[src/rtl/dcb_arb_if.sv]
// Flit bus between the router input buffers, the arbitrated crossbar and the output links.
// master = traffic source/sink side, slave = crossbar side.
interface dcb_arb_if #(
    parameter int NN = 2,
    parameter int MN = 3,
    parameter int DW = 8
);
    logic [NN*DW-1:0] i_data;
    logic [NN-1:0]    i_vld;
    logic [NN-1:0]    i_eof;
    logic [NN*MN-1:0] i_dst;
    logic [NN-1:0]    i_rdy;
    logic [MN*DW-1:0] o_data;
    logic [MN-1:0]    o_vld;
    logic [MN-1:0]    o_eof;
    logic [MN-1:0]    o_rdy;
    logic [MN*NN-1:0] cfg;

    modport master (
        output i_data, i_vld, i_eof, i_dst, o_rdy,
        input  i_rdy, o_data, o_vld, o_eof, cfg
    );

    modport slave (
        input  i_data, i_vld, i_eof, i_dst, o_rdy,
        output i_rdy, o_data, o_vld, o_eof, cfg
    );
endinterface

[src/rtl/dcb_arb.sv]
// Synchronous NN x MN wormhole crossbar: per-output round-robin grant on head flits,
// connection held until the tail flit is accepted, one registered valid/ready stage per output.
module dcb_arb #(
    parameter int NN = 2,
    parameter int MN = 3,
    parameter int DW = 8
) (
    input  logic     clk,
    input  logic     rst_n,
    dcb_arb_if.slave bus
);
    localparam int IW = (NN > 1) ? $clog2(NN) : 1;

    typedef enum logic {
        IDLE = 1'b0,
        BUSY = 1'b1
    } state_t;

    state_t        st      [MN];
    state_t        st_nxt  [MN];
    logic [IW-1:0] own     [MN];
    logic [IW-1:0] own_nxt [MN];
    logic [IW-1:0] ptr     [MN];
    logic [IW-1:0] ptr_nxt [MN];

    logic [DW-1:0]    din     [NN];
    logic [MN-1:0]    dsel    [NN];
    logic [NN-1:0]    req     [MN];
    logic [IW-1:0]    gnt_idx [MN];
    logic [MN-1:0]    gnt;
    logic [NN-1:0]    conn;
    logic [NN-1:0]    rdy;
    logic [MN*NN-1:0] cfg_m;
    logic [MN-1:0]    space;
    logic [MN-1:0]    acc;
    logic [MN-1:0]    rel;

    logic [DW-1:0] data_p1 [MN];
    logic [MN-1:0] vld_p1;
    logic [MN-1:0] eof_p1;

    // Unpack data and reduce each destination to its lowest set bit (malformed multi-hot keeps lowest).
    always_comb begin
        for (int i = 0; i < NN; i++) begin
            din[i]  = bus.i_data[i*DW +: DW];
            dsel[i] = '0;
            for (int j = MN - 1; j >= 0; j--) begin
                if (bus.i_dst[i*MN + j]) begin
                    dsel[i]    = '0;
                    dsel[i][j] = 1'b1;
                end
            end
        end
    end

    always_comb begin
        cfg_m = '0;
        for (int j = 0; j < MN; j++) begin
            for (int i = 0; i < NN; i++) begin
                cfg_m[j*NN + i] = (st[j] == BUSY) && (own[j] == IW'(i));
            end
        end
    end

    assign space = ~vld_p1 | bus.o_rdy;

    // i_rdy depends only on cfg and o_rdy, never on i_vld.
    always_comb begin
        conn = '0;
        rdy  = '0;
        for (int j = 0; j < MN; j++) begin
            for (int i = 0; i < NN; i++) begin
                conn[i] = conn[i] | cfg_m[j*NN + i];
                rdy[i]  = rdy[i] | (cfg_m[j*NN + i] & space[j]);
            end
        end
    end

    always_comb begin
        for (int j = 0; j < MN; j++) begin
            for (int i = 0; i < NN; i++) begin
                req[j][i] = bus.i_vld[i] & dsel[i][j] & ~conn[i];
            end
        end
    end

    // Round robin: scan ptr+NN down to ptr+1 so the closest candidate after ptr wins last.
    always_comb begin
        logic [IW-1:0] cand;
        cand = '0;
        for (int j = 0; j < MN; j++) begin
            gnt[j]     = 1'b0;
            gnt_idx[j] = '0;
            for (int k = NN; k >= 1; k--) begin
                cand = IW'((int'(ptr[j]) + k) % NN);
                if (req[j][cand]) begin
                    gnt[j]     = 1'b1;
                    gnt_idx[j] = cand;
                end
            end
        end
    end

    always_comb begin
        for (int j = 0; j < MN; j++) begin
            acc[j] = (st[j] == BUSY) && bus.i_vld[own[j]] && space[j];
            rel[j] = acc[j] && bus.i_eof[own[j]];
        end
    end

    always_comb begin
        for (int j = 0; j < MN; j++) begin
            st_nxt[j]  = st[j];
            own_nxt[j] = own[j];
            ptr_nxt[j] = ptr[j];
            case (st[j])
                IDLE: begin
                    if (gnt[j]) begin
                        st_nxt[j]  = BUSY;
                        own_nxt[j] = gnt_idx[j];
                    end
                end
                BUSY: begin
                    if (rel[j]) begin
                        st_nxt[j]  = IDLE;
                        ptr_nxt[j] = own[j];
                    end
                end
                default: st_nxt[j] = IDLE;
            endcase
        end
    end

    always_ff @(posedge clk) begin
        if (!rst_n) begin
            for (int j = 0; j < MN; j++) begin
                st[j]  <= IDLE;
                own[j] <= '0;
                ptr[j] <= IW'(NN - 1);
            end
        end else begin
            for (int j = 0; j < MN; j++) begin
                st[j]  <= st_nxt[j];
                own[j] <= own_nxt[j];
                ptr[j] <= ptr_nxt[j];
            end
        end
    end

    // Output stage p1: payload only moves on accept, so it holds while o_vld & ~o_rdy.
    always_ff @(posedge clk) begin
        if (!rst_n) begin
            vld_p1 <= '0;
            eof_p1 <= '0;
            for (int j = 0; j < MN; j++) begin
                data_p1[j] <= '0;
            end
        end else begin
            for (int j = 0; j < MN; j++) begin
                if (acc[j]) begin
                    data_p1[j] <= din[own[j]];
                    eof_p1[j]  <= bus.i_eof[own[j]];
                    vld_p1[j]  <= 1'b1;
                end else if (bus.o_rdy[j]) begin
                    vld_p1[j]  <= 1'b0;
                end
            end
        end
    end

    always_comb begin
        bus.o_data = '0;
        for (int j = 0; j < MN; j++) begin
            bus.o_data[j*DW +: DW] = data_p1[j];
        end
    end

    assign bus.o_vld = vld_p1;
    assign bus.o_eof = eof_p1;
    assign bus.cfg   = cfg_m;
    assign bus.i_rdy = rdy;
endmodule

[src/flat_wrapper.sv]
// flat-port wrapper written by rule: the top's interface ports become plain ports
module dcb_arb_flat 
#(
    parameter int NN = 2,
    parameter int MN = 3,
    parameter int DW = 8
)
  (clk, rst_n, bus_i_data, bus_i_vld, bus_i_eof, bus_i_dst, bus_o_rdy, bus_i_rdy, bus_o_data, bus_o_vld, bus_o_eof, bus_cfg);
  dcb_arb_if #(.NN(NN), .MN(MN), .DW(DW)) bus_i ();
  input  logic clk;
  input  logic rst_n;
  input wire logic [$bits(bus_i.i_data)-1:0] bus_i_data;
  input wire logic [$bits(bus_i.i_vld)-1:0] bus_i_vld;
  input wire logic [$bits(bus_i.i_eof)-1:0] bus_i_eof;
  input wire logic [$bits(bus_i.i_dst)-1:0] bus_i_dst;
  input wire logic [$bits(bus_i.o_rdy)-1:0] bus_o_rdy;
  output wire logic [$bits(bus_i.i_rdy)-1:0] bus_i_rdy;
  output wire logic [$bits(bus_i.o_data)-1:0] bus_o_data;
  output wire logic [$bits(bus_i.o_vld)-1:0] bus_o_vld;
  output wire logic [$bits(bus_i.o_eof)-1:0] bus_o_eof;
  output wire logic [$bits(bus_i.cfg)-1:0] bus_cfg;
  assign bus_i.i_data = bus_i_data;
  assign bus_i.i_vld = bus_i_vld;
  assign bus_i.i_eof = bus_i_eof;
  assign bus_i.i_dst = bus_i_dst;
  assign bus_i.o_rdy = bus_o_rdy;
  assign bus_i_rdy = bus_i.i_rdy;
  assign bus_o_data = bus_i.o_data;
  assign bus_o_vld = bus_i.o_vld;
  assign bus_o_eof = bus_i.o_eof;
  assign bus_cfg = bus_i.cfg;
  dcb_arb #(.NN(NN), .MN(MN), .DW(DW)) u_core (.clk(clk), .rst_n(rst_n), .bus(bus_i));
endmodule
[config.mk]
export PLATFORM = sky130hd
export DESIGN_NAME = dcb_arb_flat
export DESIGN_NICKNAME = d
export VERILOG_FILES = /design/src/rtl/dcb_arb_if.sv /design/src/rtl/dcb_arb.sv /design/src/flat_wrapper.sv
export SDC_FILE = /design/constraint.sdc
export NUM_CORES = 1
export LEC_CHECK = 0
export ABC_AREA = 1
export CAP_MARGIN = 20
export CORE_MARGIN = 8
export CORE_UTILIZATION = 35
export CTS_CLUSTER_DIAMETER = 50
export DETAILED_ROUTE_END_ITERATION = 10
export DONT_BUFFER_PORTS = 1
export SYNTH_ARGS = -nofsm -noshare
export SYNTH_HDL_FRONTEND = slang
export SYNTH_SLANG_ARGS = --single-unit
[constraint.sdc]
create_clock -name clk -period 2.3 [get_ports clk]
set_clock_uncertainty 0.2 [all_clocks]
set_input_delay 0.69 -clock clk [delete_from_list [all_inputs] [get_ports clk]]
set_output_delay 0.69 -clock clk [all_outputs]
set_load 0.01 [all_outputs]
==> flow_metrics.tcl <==
set metrics [dict create \
    grt_pass1_vias 1432 \
    rr_startpoint "u_core.bus.o_vld[0]$_SDFFE_PN0P_" \
    cp_slowest_cell "dfxtp_1" \
    cts_tree "built" \
    critPathKind "register to output port" \
    first_pass_iters 4 \
    synthMostInstantiatedCell "nand2_1" \
    placed_cell_area_um2 2080 \
    clock_tree.buffer_depth 2 \
    synth_top_area_share_pct 36.9 \
    h-tree-depth 2 \
    fp.dieW_um 90.7 \
    syn_inst 224 \
    multi_input_area_um2 771 \
    numCtsBuffers 5 \
    period_minus_slack_ns 2.20 \
    antenna_found_initial 0 \
    ys_seq_area_share_pct 52.3 \
    num_antenna_cells 0 \
    hpwl_um 3850 \
    synth_warnings 0 \
    worst-path-buf-inv 2 \
    grt-ovfl-total 0 \
    timing.max_cap.violations 0 \
    synth_top_cell_by_area "edfxtp_1" \
    cp.required_ns 1.41 \
    areaGrowthSynthToFinish_pct 12.0 \
    critPathTopFamily "flip-flops" \
    fmax_mhz 455 \
    grt_setup_unrepaired "no" \
    final_layout_size_suffix_gt1_share_pct 8.58 \
    slowest_delay_ns 0.39 \
    grt_max_degree 25 \
    dieArea_um2 8220 \
    crit_path_start "u_core.bus.o_vld[0]$_SDFFE_PN0P_" \
    hold_class "register to register" \
    path_cells "inv_1 -> nor2_1 -> o221ai_1 -> buf_4" \
    design_area_um2 2190 \
    synth_area_um2 1950 \
    finalWeightedCongestion 0.837 \
    seq_area_um2 1020 \
    insertion_delay_ns 0.28 \
    setup_violations 0 \
    num_rows 27 \
    wl_per_cell_um 16.1 \
    slew_headroom_pct 72.5 \
    p_per_area_nw_per_um2 735 \
    drtAntennaViolNets 0 \
    num_vias 1475 \
    synth.top_cells.by_count "43 x nand2_1, 37 x nor2_1, 35 x inv_1, 24 x edfxtp_1, 24 x mux2i_1" \
    worstSetupEndpointType "output port" \
    postCtsHoldBufs 0 \
    ir_drop_uv 358 \
    syn_area_per_cell_um2 8.71 \
    die_h_um 90.7 \
    finalCritPeriodShare_pct 95.5 \
    p_leak_nw 0.991 \
    grt_pass1_wl_um 7560 \
    start_util_pct 35.9 \
    syn_nets 255 \
    async_flop_share_pct 0 \
    post_cts_buffers 0 \
    start_kind "register" \
    hold_viol 0 \
    first_iter_violations 55 \
    viasPerCell 4.84 \
    num-fill-cells 536 \
    io_buffers 0 \
    fin_nets 263 \
    io_pins 69 \
    drt_wl_total_um 4900 \
    ys_dominant_reg_cell "edfxtp_1" \
    critPathMaxFanout 4 \
    worstMarginPinSlew_ns 0.411 \
    cts-root-buf "clkbuf_8" \
    route.detailed.drc 0 \
    hold_start "u_core.ptr[0][0]$_SDFFE_PN1P_" \
    cts_resized 0 \
    worstPathArrival_ns 1.31 \
    status "completed" \
    ys_types 20 \
    clock_sinks 39 \
    path_clk_slew_ns 0.08 \
    ys_seq_elements 39 \
    grt_usage_pct 11.7 \
    synthTopCellsByArea "edfxtp_1 37%, dfxtp_1 15%, mux2i_1 12%, nand2_1 8.3%, nor2_1 7.1%" \
    synth-edff-count 24 \
    maxSlewViolCount 0 \
    core-area_um2 5440 \
    tns_ns 0 \
]
-- layer usage --
metal | track usage [%] | vias up | share of wire [%]
li1 | - | 745 | -
met1 | 12.2 | 664 | 40
met2 | 19.5 | 64 | 47
met3 | 6.82 | 2 | 12
met4 | 2.91 | 0 | 0.47
met5 | 0 | - | 0
-- placed cells by master, fill, tap and decap left out, types with 2 or more instances in the layout --
cell type   n
nand3_1    18
a21oi_1     3
o21ai_0     6
nor2_2      3
o221ai_1    2
nor2_1     37
buf_4       6
edfxtp_1   24
o22ai_1     2
nand2_1    43
inv_1      35
dfxtp_1    15
nand2_2     2
nand3b_1    2
clkbuf_8    5
mux2i_1    24
-- tightest hold or removal path, stage by stage, from the launching register on --
cell and delay, ns:
dfxtp_1 0.34, nand2_1 0.06, nand3_1 0.06
-- kinds of logic after synthesis --
kind of cell / Yosys count / share of synthesized area [%]
simple gates: 106 / 22.7
buf+inv: 41 / 8.21
flops: 39 / 52.3
mux: 24 / 12.3
compound gates: 14 / 4.49
-- area by class of cell --
type / instances / area share, %
tap: 72 / 4.12
sequential: 39 / 46.7
timing repair buffer: 7 / 2.98
inverter: 35 / 6.01
clock inverter: 3 / 1.77
clock buffer: 5 / 3.15
multi-input combinational: 144 / 35.3
-- flip-flops by register name, summed over array words and instances, names as in the netlist --
register	flops
u_core.data_p1	24
u_core.bus.o_eof	3
u_core.bus.o_vld	3
u_core.own	3
u_core.ptr	3
u_core.st	3
-- metrics by stage --
step	worst slack (ns)	total power [mW]	cells	utilization (%)	hold slack, ns
2_1_floorplan	0.335	1.01	224	-	0.230
3_3_place_gp	0.154	1.07	297	38.2	0.255
3_5_place_dp	0.155	1.08	297	38.2	0.262
4_1_cts	0.0951	1.63	305	40.2	0.281
5_1_grt	0.00499	1.67	305	40.2	0.278
6_report	0.103	1.61	305	40.2	0.285
-- final timing paths --
kind	slack [ns]	cells after the start	endpoint
hold / removal	0.28	2	u_core.ptr[0][0]$_SDFFE_PN1P_
setup reg to reg	0.48	8	u_core.data_p1[0][11]$_SDFFCE_PN0P_
hold reg to reg	0.28	2	u_core.ptr[0][0]$_SDFFE_PN1P_
setup / recovery	0.10	4	bus_i_rdy[1]
-- power breakdown --
part / switching (mW) / leakage (nW) / internal (mW)
registers: 0.0492 / 0.372 / 0.803
logic: 0.128 / 0.563 / 0.0740
clock network: 0.235 / 0.0556 / 0.318
total: 0.412 / 0.991 / 1.19
(Power assumes the default switching activity.)
